File: src/rtl/daq_frame_pkg.sv
// daq_frame_pkg: shared marker codes, HPTDC type codes, FSM state and field widths
package daq_frame_pkg;
    localparam int DATA_W  = 64;
    localparam int HPTDC_W = 32;
    localparam int TIME_W  = 19;
    localparam int FLAGS_W = 15;
    localparam int CNT_W   = 8;
    localparam logic [3:0] MRK_HDR = 4'hA;
    localparam logic [3:0] MRK_PAY = 4'h0;
    localparam logic [3:0] MRK_TRL = 4'h5;
    localparam logic [3:0] T_HDR   = 4'b0001;
    localparam logic [3:0] T_TRL   = 4'b0010;
    localparam logic [3:0] T_LEAD  = 4'b0100;
    localparam logic [3:0] T_TRAIL = 4'b0101;
    localparam logic [3:0] T_ERR   = 4'b0110;
    typedef enum logic [1:0] {S_IDLE, S_PAYLOAD, S_DRAIN} state_t;
endpackage

File: src/rtl/daq_frame_decoder_hptdc.sv
// hptdc_word_decode: combinational classifier/unpacker for one 32-bit HPTDC readout word
module hptdc_word_decode
    import daq_frame_pkg::*;
(
    input  logic [HPTDC_W-1:0] i_word,
    output logic               o_is_hit,
    output logic               o_is_trailing,
    output logic               o_is_err,
    output logic               o_is_ctrl,
    output logic [3:0]         o_tdc_id,
    output logic [2:0]         o_channel,
    output logic [TIME_W-1:0]  o_time,
    output logic [FLAGS_W-1:0] o_flags
);
    logic [3:0] w_type;
    logic       w_unused;
    assign w_type        = i_word[31:28];
    assign o_is_hit      = (w_type == T_LEAD) || (w_type == T_TRAIL);
    assign o_is_trailing = w_type == T_TRAIL;
    assign o_is_err      = w_type == T_ERR;
    assign o_is_ctrl     = (w_type == T_HDR) || (w_type == T_TRL);
    assign o_tdc_id      = i_word[27:24];
    assign o_channel     = i_word[23:21];
    assign o_time        = i_word[TIME_W-1:0];
    assign o_flags       = i_word[FLAGS_W-1:0];
    assign w_unused      = ^i_word[20:19];
endmodule

File: src/rtl/daq_frame_decoder.sv
// daq_frame_decoder: unpacks 64-bit DAQ frames into header fields, HPTDC hits and error records.
// Optional FRAME_SEQ_CHECK_EN enables payload index sequence checking.
module daq_frame_decoder
    import daq_frame_pkg::*;
#(
    parameter int MAX_WORDS = 128
) (
    input  logic               clk,
    input  logic               rst,
    input  logic [DATA_W-1:0]  in_data,
    input  logic               in_valid,
    output logic               in_ready,
    output logic               hdr_valid,
    output logic [3:0]         hdr_trigger_type,
    output logic [23:0]        hdr_lv1,
    output logic [11:0]        hdr_bx,
    output logic [11:0]        hdr_fec_id,
    output logic [3:0]         hdr_fov,
    output logic               hdr_h,
    output logic [1:0]         hdr_d,
    output logic               hit_valid,
    input  logic               hit_ready,
    output logic [3:0]         hit_tdc_id,
    output logic [2:0]         hit_channel,
    output logic               hit_trailing,
    output logic [TIME_W-1:0]  hit_time,
    output logic               tdc_err_valid,
    output logic [FLAGS_W-1:0] tdc_err_flags,
    output logic               frame_done,
    output logic               frame_ok,
    output logic [15:0]        proto_err_cnt
);
    state_t             r_state;
    logic [CNT_W-1:0]   r_cnt;
    logic               r_bad;
    logic               w_acc, w_hdr, w_pay, w_trl, w_full, w_cnt_eq, w_perr, w_seq_err;
    logic               w_is_hit, w_is_trailing, w_is_err, w_is_ctrl, w_unused;
    logic [3:0]         w_tdc_id;
    logic [2:0]         w_channel;
    logic [TIME_W-1:0]  w_time;
    logic [FLAGS_W-1:0] w_flags;
`ifdef FRAME_SEQ_CHECK_EN
    logic [7:0]         r_seq;
    assign w_seq_err = in_data[59:52] != r_seq;
`else
    assign w_seq_err = 1'b0;
`endif
    assign in_ready = !hit_valid || hit_ready;
    assign w_acc    = in_valid && in_ready;
    assign w_hdr    = in_data[63:60] == MRK_HDR;
    assign w_pay    = in_data[63:60] == MRK_PAY;
    assign w_trl    = in_data[63:60] == MRK_TRL;
    assign w_full   = r_cnt == CNT_W'(MAX_WORDS);
    assign w_cnt_eq = in_data[11:0] == {{(12-CNT_W){1'b0}}, r_cnt};
    assign w_unused = ^{in_data[2], w_is_ctrl};
    // Every accepted word that breaks framing rules bumps the protocol error counter
    always_comb begin
        w_perr = 1'b0;
        if (w_acc)
            w_perr = (r_state == S_IDLE)    ? !w_hdr :
                     (r_state == S_PAYLOAD) ? (w_hdr || (w_pay ? (w_full || w_seq_err) :
                                                         w_trl ? !w_cnt_eq : 1'b1)) : 1'b0;
    end
    hptdc_word_decode u_dec (
        .i_word        (in_data[HPTDC_W-1:0]),
        .o_is_hit      (w_is_hit),
        .o_is_trailing (w_is_trailing),
        .o_is_err      (w_is_err),
        .o_is_ctrl     (w_is_ctrl),
        .o_tdc_id      (w_tdc_id),
        .o_channel     (w_channel),
        .o_time        (w_time),
        .o_flags       (w_flags)
    );
    always_ff @(posedge clk) begin
        if (rst) begin
            r_state          <= S_IDLE;
            r_cnt            <= '0;
            r_bad            <= 1'b0;
`ifdef FRAME_SEQ_CHECK_EN
            r_seq            <= '0;
`endif
            hdr_valid        <= 1'b0;
            hdr_trigger_type <= '0;
            hdr_lv1          <= '0;
            hdr_bx           <= '0;
            hdr_fec_id       <= '0;
            hdr_fov          <= '0;
            hdr_h            <= 1'b0;
            hdr_d            <= '0;
            hit_valid        <= 1'b0;
            hit_tdc_id       <= '0;
            hit_channel      <= '0;
            hit_trailing     <= 1'b0;
            hit_time         <= '0;
            tdc_err_valid    <= 1'b0;
            tdc_err_flags    <= '0;
            frame_done       <= 1'b0;
            frame_ok         <= 1'b0;
            proto_err_cnt    <= '0;
        end else begin
            hdr_valid     <= 1'b0;
            tdc_err_valid <= 1'b0;
            frame_done    <= 1'b0;
            if (hit_valid && hit_ready)
                hit_valid <= 1'b0;
            if (w_perr && proto_err_cnt != 16'hFFFF)
                proto_err_cnt <= proto_err_cnt + 16'd1;
            if (w_acc && w_hdr) begin
                // A header inside a frame closes the old frame as bad in the same cycle
                if (r_state == S_PAYLOAD) begin
                    frame_done <= 1'b1;
                    frame_ok   <= 1'b0;
                end
                hdr_valid        <= 1'b1;
                hdr_trigger_type <= in_data[59:56];
                hdr_lv1          <= in_data[55:32];
                hdr_bx           <= in_data[31:20];
                hdr_fec_id       <= in_data[19:8];
                hdr_fov          <= in_data[7:4];
                hdr_h            <= in_data[3];
                hdr_d            <= in_data[1:0];
                r_cnt            <= '0;
                r_bad            <= 1'b0;
`ifdef FRAME_SEQ_CHECK_EN
                r_seq            <= '0;
`endif
                r_state          <= S_PAYLOAD;
            end else if (w_acc && r_state == S_PAYLOAD) begin
                if (w_trl) begin
                    frame_done <= 1'b1;
                    frame_ok   <= !r_bad && w_cnt_eq;
                    r_state    <= S_IDLE;
                end else if (w_pay && w_full) begin
                    frame_done <= 1'b1;
                    frame_ok   <= 1'b0;
                    r_state    <= S_DRAIN;
                end else if (w_pay) begin
                    r_cnt <= r_cnt + 1'b1;
                    if (w_seq_err)
                        r_bad <= 1'b1;
`ifdef FRAME_SEQ_CHECK_EN
                    r_seq <= in_data[59:52] + 8'd1;
`endif
                    if (w_is_hit) begin
                        hit_valid    <= 1'b1;
                        hit_tdc_id   <= w_tdc_id;
                        hit_channel  <= w_channel;
                        hit_trailing <= w_is_trailing;
                        hit_time     <= w_time;
                    end
                    if (w_is_err) begin
                        tdc_err_valid <= 1'b1;
                        tdc_err_flags <= w_flags;
                    end
                end else begin
                    r_bad <= 1'b1;
                end
            end
        end
    end
endmodule

File: config.mk
export PLATFORM = sky130hd
export DESIGN_NAME = daq_frame_decoder
export DESIGN_NICKNAME = d
export VERILOG_FILES = /design/src/rtl/daq_frame_pkg.sv /design/src/rtl/daq_frame_decoder_hptdc.sv /design/src/rtl/daq_frame_decoder.sv
export SDC_FILE = /design/constraint.sdc
export NUM_CORES = 1
export LEC_CHECK = 0
export CAP_MARGIN = 10
export CORE_MARGIN = 2
export CORE_UTILIZATION = 40
export DETAILED_ROUTE_END_ITERATION = 8
export GPL_TIMING_DRIVEN = 0
export PLACE_DENSITY = 0.74
export SYNTH_ARGS = -nofsm -noshare
export SYNTH_HDL_FRONTEND = slang
export SYNTH_SLANG_ARGS = --single-unit
File: constraint.sdc
create_clock -name clk -period 2.2 [get_ports clk]
set_input_delay 0.22 -clock clk [delete_from_list [all_inputs] [get_ports clk]]
set_output_delay 0.22 -clock clk [all_outputs]
set_load 0.02 [all_outputs]
==> results.json, run 1 <==
{
  "outcome": "finished clean",
  "worst_slew_pin_slew_ps": 655,
  "vias": 5213,
  "ir_worst_vdd_mv": 0.541,
  "cp.arrival_ps": 2490,
  "clock_latency_ps": 420,
  "port_buffers": 189,
  "num_antenna_cells": 0,
  "crit_end": "proto_err_cnt[3]$_SDFFE_PP0P_",
  "grt_max_degree": 17,
  "grt_pass1_wl_um": 26100,
  "synth_area_um2": 5390,
  "io_pins": 191,
  "ys_types": 46,
  "fp.dieH_um": 120,
  "worst-path-max-fanout": 5,
  "track_usage": 0.232,
  "initial_utilization": 0.409,
  "period_needed_ps": 2190,
  "placed_cells": 976,
  "syn_avg_cell_area_um2": 8.83,
  "async_reset_ff_frac": 0,
  "clock.fmax_mhz": 457,
  "cellPowerDensity_nw_per_um2": 698,
  "synthMostInstantiatedCell": "dfxtp_1",
  "synth_seq_cells": 133,
  "synth_cells": 611,
  "nNetsFinal": 895,
  "drive_above_1_share": 0.115,
  "drc": 0,
  "p_leak_uw": 0.00302,
  "fin_cells": 1013,
  "setup_violations": 0,
  "fin_util": 0.635,
  "dpl_cell_area_um2": 7500,
  "r2r_cells": 8,
  "synth_area_leader_cell": "dfxtp_1",
  "clockRootBuffer": "clkbuf_16",
  "place_congestion": 0.891,
  "final.setup_skew_ps": 5.71,
  "whs_ps": 349,
  "hpwl_um": 12100,
  "ant_nets": 0,
  "hold_viol": 0,
  "synthTopCellsByArea": "dfxtp_1 49%, nand2_1 8.9%, mux2i_1 8.0%, a21oi_1 6.2%, nor2_1 4.7%",
  "hp-class": "in -> reg",
  "timing.rr.end": "proto_err_cnt[3]$_SDFFE_PP0P_",
  "drv_slew": 0,
  "wl_per_cell_um": 16.7,
  "reg2reg_slack_ps": 20,
  "numCtsBuffers": 17,
  "htree_levels": 4,
  "drv_cap": 0,
  "endpoint_kind": "flop",
  "fin_crit_sh": 0.994,
  "cts_buffer_depth": 2,
  "cts_tree": "yes",
  "coreArea_um2": 13200,
  "grt_pass1_vias": 5218,
  "rows": 42,
  "avgViaCountPerCell": 5.15,
  "design_area_um2": 8380,
  "die_w_um": 120,
  "syn_nets": 682,
  "routed_wl_um": 16900,
  "cts_sinks": 133,
  "ys_warn_count": 0,
  "synthToLayoutAreaGrowth_pct": 55.4,
  "ys.flop_type": "dfxtp_1",
  "clkTransAtPathRegs_ps": 60,
  "yosys.area.top_type_share": 0.494,
  "grt_antenna_before_repair": 0,
  "max-slew-margin-rel": 0.563,
  "fillers": 1076,
  "dr.pass1.iters": 5,
  "dieArea_um2": 14400,
  "start_kind": "input pin",
  "crit_required_ps": 2500,
  "first_iter_violations": 408,
  "r2r-start": "r_cnt[0]$_SDFFE_PP0P_",
  "synth_commonest_cells": "133 x dfxtp_1, 128 x nand2_1, 68 x nor2_1, 67 x a21oi_1, 43 x mux2i_1",
  "critical_path_class": "in -> reg",
  "rsz0062_at_grt": "yes",
  "critPathLaunch": "in_data[63]",
  "synth_edf_count": 0,
  "grt-ovfl-total": 0,
  "seq_area_frac_synth": 0.494
}
[critical path, cell delays in order]
cell and delay [ps]:
clkdlybuf4s50_1 540, nor4bb_4 260, a2111oi_2 450, o21ai_2 150
buf_4 200, nor4_2 310, mux2_2 360
[repair_timing]
item,in CTS,in global routing
pin swaps,0,4
gates resized for setup,10,44
setup buffers,0,5
hold buffers,0,0
setup endpoints to repair,71,70
cloned,0,1
[layer usage]
| layer | part of all wire | global-route usage | wire length, um |
|---|---|---|---|
| met1 | 0.40 | 0.260 | 6730 |
| met2 | 0.49 | 0.389 | 8280 |
| met3 | 0.099 | 0.105 | 1670 |
| met4 | 0.016 | 0.0838 | 263 |
| met5 | 0 | 0 | 0 |
[power breakdown]
group	switching, uW	internal [uW]
Combinational	186	181
Sequential	13.4	2430
Clock	1010	2030
[final cells by class]
| cell class | count | area (um^2) | area share |
|---|---|---|---|
| timing repair buffer | 195 | 1940 | 0.231 |
| sequential | 133 | 2670 | 0.318 |
| inverter | 9 | 33.8 | 0.00403 |
| clock inverter | 10 | 178 | 0.0212 |
| tap | 176 | 220 | 0.0263 |
| clock buffer | 22 | 454 | 0.0542 |
| buffer | 38 | 223 | 0.0266 |
| multi-input combinational | 430 | 2670 | 0.318 |
[cells in the final DEF, fill, tap and decap left out, drive strengths merged, types with 2 or more instances in the layout]
cell type        n
xnor2           12
mux2            12
nor4            18
mux2i           43
buf             23
clkdlybuf4s50  188
a21oi           68
ha               3
nand2          128
bufinv           5
nand2b           2
nor4b            3
nor2            68
o31ai            4
and4             2
clkbuf          43
inv              9
clkinv           4
nand3           14
nor3             3
o21ai            3
or3              2
and3             4
dfxtp          133
or4              6
nand4            7
nor2b           15
xor2             2
[cell families (layout without fill, tap and decap cells)]
kind of cell    Yosys count  after routing  share of synthesized area
simple gates            277            277                      0.245
buf+inv                  48            274                     0.0445
fa+ha+maj                 3              3                    0.00696
compound gates           81             81                     0.0824
flops                   133            133                      0.494
mux                      55             55                      0.105
xor+xnor                 14             14                     0.0227
[sequential cells by signal, summed over array words and instances (netlist names), 2 cells and up]
register / count
hdr_d: 2
hit_channel: 3
r_cnt: 8
hit_time: 19
proto_err_cnt: 16
hit_tdc_id: 4
hdr_bx: 12
hdr_fov: 4
tdc_err_flags: 15
r_state: 2
hdr_trigger_type: 4
hdr_fec_id: 12
hdr_lv1: 24
[metrics by stage]
stage          total power (uW)  setup TNS [ps]  setup WS, ps
5_1_grt                    6020            -631         -74.7
4_1_cts                    5880           -59.8         -22.5
3_5_place_dp               2840          -48470          -550
3_3_place_gp               2830          -43550          -499
6_report                   5850               0          12.3
2_1_floorplan              2610               0           166
[worst min path at each step]
stage	startpoint	end	slack, ps	cells after the start
2_1_floorplan	in_data[20]	hdr_bx[0]$_SDFFE_PP0P_	360	2
3_3_place_gp	hdr_bx[7]$_SDFFE_PP0P_	hdr_bx[7]$_SDFFE_PP0P_	440	2
3_5_place_dp	hdr_fec_id[3]$_SDFFE_PP0P_	hdr_fec_id[3]$_SDFFE_PP0P_	450	2
4_1_cts	in_data[59]	hdr_trigger_type[3]$_SDFFE_PP0P_	330	3
5_1_grt	in_data[37]	hdr_lv1[5]$_SDFFE_PP0P_	340	3
6_report	in_data[59]	hdr_trigger_type[3]$_SDFFE_PP0P_	350	3
Power figures use the tool's default switching activity.
==> run 2, diff against run 1 <==
--- a/config.mk
+++ b/config.mk
@@ -5,12 +5,12 @@
 export SDC_FILE = /design/constraint.sdc
 export NUM_CORES = 1
 export LEC_CHECK = 0
-export CAP_MARGIN = 10
+export CAP_MARGIN = 15
 export CORE_MARGIN = 2
 export CORE_UTILIZATION = 40
 export DETAILED_ROUTE_END_ITERATION = 8
 export GPL_TIMING_DRIVEN = 0
-export PLACE_DENSITY = 0.74
+export PLACE_DENSITY = 0.77
 export SYNTH_ARGS = -nofsm -noshare
 export SYNTH_HDL_FRONTEND = slang
 export SYNTH_SLANG_ARGS = --single-unit
==> constraint.sdc (replaced) <==
create_clock -name clk -period 2 [get_ports clk]
set_input_delay 0.2 -clock clk [delete_from_list [all_inputs] [get_ports clk]]
set_output_delay 0.2 -clock clk [all_outputs]
set_load 0.02 [all_outputs]
==> run 2 against run 1 <==
Against the previous run: the run now ends with negative setup slack left; final cell count up 0.69%; hold slack worse by 230 ps; first-iteration DRC count down 27%; power increased by 9.9%; register-to-register slack worse by 30 ps; clock-buffer cell count down 2; sequential cell count is the same; clock skew grew 3.0 ps; sequential power rose by 9.8%; sequential share of layout area decreased by 0.73 points; wire length is 2.1% lower; critical path type is now reg -> reg; largest cell class unchanged.
==> results.json, run 2 (synthesis results as in run 1) <==
{
  "max-slew-margin-rel": 0.558,
  "synthToLayoutAreaGrowth_pct": 60.3,
  "final_cell_mix": "179 x clkdlybuf4s50_1, 128 x nand2_1, 123 x dfxtp_1",
  "crit_end": "proto_err_cnt[6]$_SDFFE_PP0P_",
  "coreArea_um2": 13200,
  "setup_slack_ps": -6.27,
  "period_needed_ps": 2010,
  "critical_path_class": "reg -> reg",
  "first_iter_violations": 298,
  "cts_sinks": 133,
  "pre_cts_ws_ps": -695,
  "endpoint_kind": "flop",
  "hp-class": "in -> reg",
  "finalPower_uw": 6430,
  "rows": 42,
  "crit_required_ps": 2330,
  "p_leak_uw": 0.00317,
  "grt_antenna_before_repair": 0,
  "failed_checks": "negative setup slack",
  "multi_input_area_um2": 2780,
  "drv_cap": 0,
  "port_buffers": 189,
  "nNetsFinal": 902,
  "drv_slew": 0,
  "cell_internal_pwr_uw": 5050,
  "drc": 0,
  "vias": 5115,
  "fillers": 1065,
  "timing.rr.end": "proto_err_cnt[6]$_SDFFE_PP0P_",
  "final.setup_skew_ps": 8.76,
  "clockRootBuffer": "clkbuf_16",
  "place_congestion": 0.857,
  "dr.pass1.iters": 5,
  "num_antenna_cells": 0,
  "grt_max_degree": 17,
  "avgViaCountPerCell": 5.01,
  "worst-path-max-fanout": 5,
  "grt_pass1_vias": 4972,
  "drive_above_1_share": 0.142,
  "grt_pass1_wl_um": 25500,
  "cts_tree": "yes",
  "rsz0062_at_grt": "yes",
  "die_w_um": 120,
  "reg2reg_slack_ps": -6,
  "pwr-share-seq": 0.417,
  "clock.fmax_mhz": 498,
  "grt-ovfl-total": 0,
  "cellPowerDensity_nw_per_um2": 744,
  "hpwl_um": 11400,
  "ant_nets": 0,
  "ir_worst_vdd_mv": 0.549,
  "top_register": "hdr_lv1",
  "whs_ps": 119,
  "dpl_cell_area_um2": 7510,
  "seqCellArea_um2": 2690,
  "io_pins": 191,
  "cts_buffer_depth": 2,
  "share_comb_of_total_power": 0.063,
  "setup_violations": 1,
  "hold_viol": 0,
  "htree_levels": 4,
  "cp.arrival_ps": 2330,
  "track_usage": 0.224,
  "critPathLaunch": "r_cnt[0]$_SDFFE_PP0P_",
  "outcome": "finished with violations",
  "r2r-start": "r_cnt[0]$_SDFFE_PP0P_",
  "final_common_cell": "clkdlybuf4s50_1",
  "routed_wl_um": 16600,
  "power.switching_uw": 1380,
  "largestRegisters": "hdr_lv1 (24), hit_time (19), proto_err_cnt (16)",
  "largest_reg_flops": 24,
  "worst_slew_pin_slew_ps": 663,
  "p_sw_frac": 0.215,
  "dieArea_um2": 14400,
  "fp.dieH_um": 120,
  "design_area_um2": 8640,
  "start_kind": "flop",
  "wl_per_cell_um": 16.3,
  "r2r_cells": 8,
  "clkTransAtPathRegs_ps": 60,
  "initial_utilization": 0.409,
  "fin_setup_tns_ps": -6.27,
  "p_clk_frac": 0.521,
  "clock_latency_ps": 420,
  "fin_crit_sh": 1.00,
  "numCtsBuffers": 17
}
run 2: layout make-up:
cell class / count / share of cell area
clock inverters: 12 / 0.0203
repair buffers: 201 / 0.234
well taps: 176 / 0.0255
multi-input cells: 430 / 0.322
flip-flops and latches: 133 / 0.311
inverters: 9 / 0.00449
plain buffers: 39 / 0.0291
clock buffers: 20 / 0.0540
run 2: worst min path at each step:
stage,start,endpoint,slack (ps),cells past startpoint
2_1_floorplan,in_data[20],hdr_bx[0]$_SDFFE_PP0P_,340,2
3_3_place_gp,hdr_fec_id[6]$_SDFFE_PP0P_,hdr_fec_id[6]$_SDFFE_PP0P_,440,2
3_5_place_dp,hdr_lv1[3]$_SDFFE_PP0P_,hdr_lv1[3]$_SDFFE_PP0P_,450,2
4_1_cts,rst,proto_err_cnt[2]$_SDFFE_PP0P_,320,3
5_1_grt,in_data[8],hdr_fec_id[0]$_SDFFE_PP0P_,160,3
6_report,in_data[8],hdr_fec_id[0]$_SDFFE_PP0P_,120,3
run 2: worst max-delay path, cell delays in order (launching register included):
cell	delay (ps)
dfxtp_4	360
inv_4	70
ha_4	120
nor4b_4	230
a21o_4	200
o21ai_4	80
buf_2	180
or4_1	520
a21oi_1	170
run 2: power groups by stage:
stage               registers, uW  clock network [uW]  logic, uW
floorplan                    2760                   0        114
global placement             2740                   0        374
detailed placement           2740                   0        375
CTS                          2680                3390        394
global route                 2680                3520        430
finish                       2680                3350        403
run 2: layer usage:
metal | GRT usage | vias to the layer above | share of wire
met4 | 0.0654 | 0 | 0.012
met5 | 0 | - | 0
met3 | 0.0884 | 21 | 0.090
met2 | 0.375 | 177 | 0.49
li1 | - | 2508 | -
met1 | 0.265 | 2409 | 0.41
run 2: per-stage QoR:
| stage | std cells | util |
|---|---|---|
| after floorplan | 611 | - |
| after global placement | 976 | 0.569 |
| after detailed placement | 976 | 0.569 |
| after CTS | 1013 | 0.637 |
| after global routing | 1020 | 0.655 |
| final | 1020 | 0.655 |
run 2: what timing repair did:
item                       in CTS  in global routing
hold buffers                    0                  0
cloned                          1                  2
setup endpoints to repair     117                 46
gates resized for setup        49                 45
pin swaps                       4                  6
setup buffers                   4                  5
==> run 3, diff against run 2 <==
--- a/config.mk
+++ b/config.mk
@@ -5,12 +5,13 @@
 export SDC_FILE = /design/constraint.sdc
 export NUM_CORES = 1
 export LEC_CHECK = 0
+export ABC_AREA = 1
 export CAP_MARGIN = 15
 export CORE_MARGIN = 2
 export CORE_UTILIZATION = 40
 export DETAILED_ROUTE_END_ITERATION = 8
 export GPL_TIMING_DRIVEN = 0
-export PLACE_DENSITY = 0.77
+export PLACE_DENSITY = 0.78
 export SYNTH_ARGS = -nofsm -noshare
 export SYNTH_HDL_FRONTEND = slang
 export SYNTH_SLANG_ARGS = --single-unit
==> run 3 against run 2 <==
Against the previous run: the run now ends clean; non-clock buffer count down 18; wire length shrank 5.1%; clock skew is essentially flat; critical path depth down 1; worst setup slack gained 130 ps; clock power shrank 10%; hold slack improved by 250 ps; power down 5.5%; sequential cell count is the same; global-route usage up 0.35 points; die area is 2.1% lower; register-to-register slack better by 130 ps; critical path type unchanged.
==> results.json, run 3 <==
{
  "hp-class": "in -> reg",
  "reg2reg_slack_ps": 120,
  "nNetsFinal": 899,
  "first_iter_violations": 234,
  "timing.rr.end": "proto_err_cnt[5]$_SDFFE_PP0P_",
  "drive_above_1_share": 0.120,
  "seq_area_frac_synth": 0.505,
  "placed_cells": 978,
  "hpwl_um": 11500,
  "fin_crit_sh": 0.938,
  "rows": 41,
  "ant_nets": 0,
  "final_cell_mix": "189 x clkdlybuf4s50_1, 132 x dfxtp_1, 103 x nand2_1",
  "p_leak_uw": 0.00306,
  "port_buffers": 189,
  "clock_latency_ps": 420,
  "ys.flop_type": "dfxtp_1",
  "critical_path_class": "reg -> reg",
  "rsz0062_at_grt": "no",
  "final.setup_skew_ps": 9.08,
  "synthToLayoutAreaGrowth_pct": 51.6,
  "dr.pass1.iters": 4,
  "clockRootBuffer": "clkbuf_16",
  "start_kind": "flop",
  "endpoint_kind": "flop",
  "final_common_cell": "clkdlybuf4s50_1",
  "grt_antenna_before_repair": 0,
  "cts_tree": "yes",
  "synth_area_leader_cell": "dfxtp_1",
  "die_w_um": 119,
  "clock.fmax_mhz": 533,
  "path_cells": "ha_1 > nand2_2 > nor3_4 > nand4_4 > clkbuf_2 > nand4_1 > a21oi_1",
  "grt_max_degree": 17,
  "grt_pass1_wl_um": 25300,
  "whs_ps": 367,
  "grt_use_met2": 0.355,
  "max_stage_delay_ps": 430,
  "cp.arrival_ps": 2150,
  "num_antenna_cells": 0,
  "coreArea_um2": 12700,
  "finalPower_uw": 6070,
  "slowest_stage": "dfxtp_1",
  "drv_cap": 0,
  "synth_area_um2": 5280,
  "ys_warn_count": 0,
  "syn_avg_cell_area_um2": 8.55,
  "grt_pass1_vias": 4829,
  "min_to": "hdr_bx[11]$_SDFFE_PP0P_",
  "outcome": "finished clean",
  "yosys.area.top_type_share": 0.505,
  "synth_edf_count": 0,
  "setup_violations": 0,
  "ir_worst_vdd_mv": 0.549,
  "synth_cells": 617,
  "avgViaCountPerCell": 4.90,
  "track_usage": 0.228,
  "vias": 4955,
  "synthTopCellsByArea": "dfxtp_1 50%, a22o_1 8.3%, nand2_1 7.3%, nor2_1 4.7%, a21oi_1 3.7%",
  "cts_sinks": 133,
  "io_pins": 191,
  "synth_seq_cells": 133,
  "syn_nets": 688,
  "cellPowerDensity_nw_per_um2": 759,
  "initial_utilization": 0.415,
  "fp.dieH_um": 119,
  "synth_commonest_cells": "133 x dfxtp_1, 103 x nand2_1, 66 x nor2_1, 50 x a22o_1, 44 x inv_1",
  "clkTransAtPathRegs_ps": 60,
  "gr-usage-met1": 0.284,
  "drv_slew": 0,
  "period_needed_ps": 1880,
  "worst_slew_pin_slew_ps": 643,
  "top_usage_layer": "met2",
  "crit_required_ps": 2270,
  "dieArea_um2": 14100,
  "cts_buffer_depth": 2,
  "r2r-start": "proto_err_cnt[0]$_SDFFE_PP0P_",
  "r2r_cells": 7,
  "drc": 0,
  "top_register": "hdr_lv1",
  "max-slew-margin-rel": 0.571,
  "routed_wl_um": 15800,
  "cp_num_buf_inv": 1,
  "grtUsageMet3": 0.0809,
  "wl_per_cell_um": 15.6,
  "holdCritStartpoint": "in_data[31]",
  "largestRegisters": "hdr_lv1 (24), hit_time (19), proto_err_cnt (16)",
  "cp_top_family": "simple AND/OR/NAND/NOR gates",
  "numCtsBuffers": 17,
  "synthMostInstantiatedCell": "dfxtp_1",
  "hold_viol": 0,
  "fin_cells": 1012,
  "place_congestion": 0.923,
  "largest_reg_flops": 24,
  "grt-ovfl-total": 0,
  "fin_setup_tns_ps": 0,
  "htree_levels": 4,
  "ys_types": 36,
  "worstHoldPathCells": 3,
  "worst-path-max-fanout": 10,
  "async_reset_ff_frac": 0
}
[run 3: cell types whose count changed in the layout (fill, tap and decap cells not counted), moves of 11 or more]
cell,delta
o21ai_0,+32
a22o_1,+50
inv_1,+39
clkbuf_1,-11
nand2_2,+12
a21oi_1,-28
nand4_1,+15
nand2_1,-25
mux2i_1,-40
nor2b_1,-14
[run 3: cell families (layout without fill, tap and decap cells)]
logic type      count (synthesis)  after routing  share of synthesized area
buf+inv                        82            305                     0.0666
flops                         133            133                      0.505
compound gates                140            140                      0.176
fa+ha+maj                       3              3                    0.00712
simple gates                  244            244                      0.220
xor+xnor                       15             15                     0.0249
[run 3: report_power, final]
part	switching (uW)	internal [uW]
combinational	195	195
sequential	15.0	2670
clock	1110	1880
total	1320	4750
[run 3: what timing repair did]
| action | CTS | global route |
|---|---|---|
| hold buffers | 0 | 0 |
| setup endpoints to repair | 0 | 55 |
| hold endpoints to repair | 0 | 0 |
| buffers inserted | 0 | 3 |
| resized for setup | 0 | 13 |
[run 3: how the worst max path moves through the flow]
stage | from | depth (start not counted) | slack, ps | end
floorplan | proto_err_cnt[0]$_SDFFE_PP0P_ | 7 | 230 | proto_err_cnt[10]$_SDFFE_PP0P_
global placement | in_data[63] | 7 | -220 | hdr_fov[0]$_SDFFE_PP0P_
detailed placement | in_data[63] | 7 | -230 | hdr_bx[8]$_SDFFE_PP0P_
CTS | r_cnt[0]$_SDFFE_PP0P_ | 9 | 10 | hit_tdc_id[2]$_SDFFE_PP0P_
global route | proto_err_cnt[0]$_SDFFE_PP0P_ | 8 | 10 | proto_err_cnt[11]$_SDFFE_PP0P_
finish | proto_err_cnt[0]$_SDFFE_PP0P_ | 7 | 120 | proto_err_cnt[5]$_SDFFE_PP0P_
[run 3: metrics by stage]
stage | setup WS, ps | instance area [um^2] | utilization
2_1_floorplan | 225 | 5280 | -
3_3_place_gp | -218 | 7380 | 0.580
3_5_place_dp | -234 | 7380 | 0.580
4_1_cts | 10.7 | 7950 | 0.625
5_1_grt | 13.8 | 8000 | 0.629
6_report | 125 | 8000 | 0.629
[run 3: cell type report]
| type | instances | area [um^2] |
|---|---|---|
| tap | 172 | 215 |
| fill | 1122 | 4720 |
| buffer | 30 | 164 |
| multi-input combinational | 402 | 2270 |
| timing repair buffer | 192 | 1930 |
| clock inverter | 9 | 104 |
| inverter | 52 | 195 |
| clock buffer | 22 | 464 |
| sequential | 133 | 2660 |
[run 3: layer usage]
metal  part of all wire  vias to the layer above
met1               0.43                     2264
met3              0.075                       31
met2               0.46                      166
met4              0.027                        0
met5                  0                        -
li1                   -                     2494
[run 3: worst reg2reg max path, cell delays in order, from the launching register on]
cell,delay [ps]
dfxtp_1,430
ha_1,270
nand2_2,100
nor3_4,300
nand4_4,180
clkbuf_2,240
nand4_1,140
a21oi_1,70
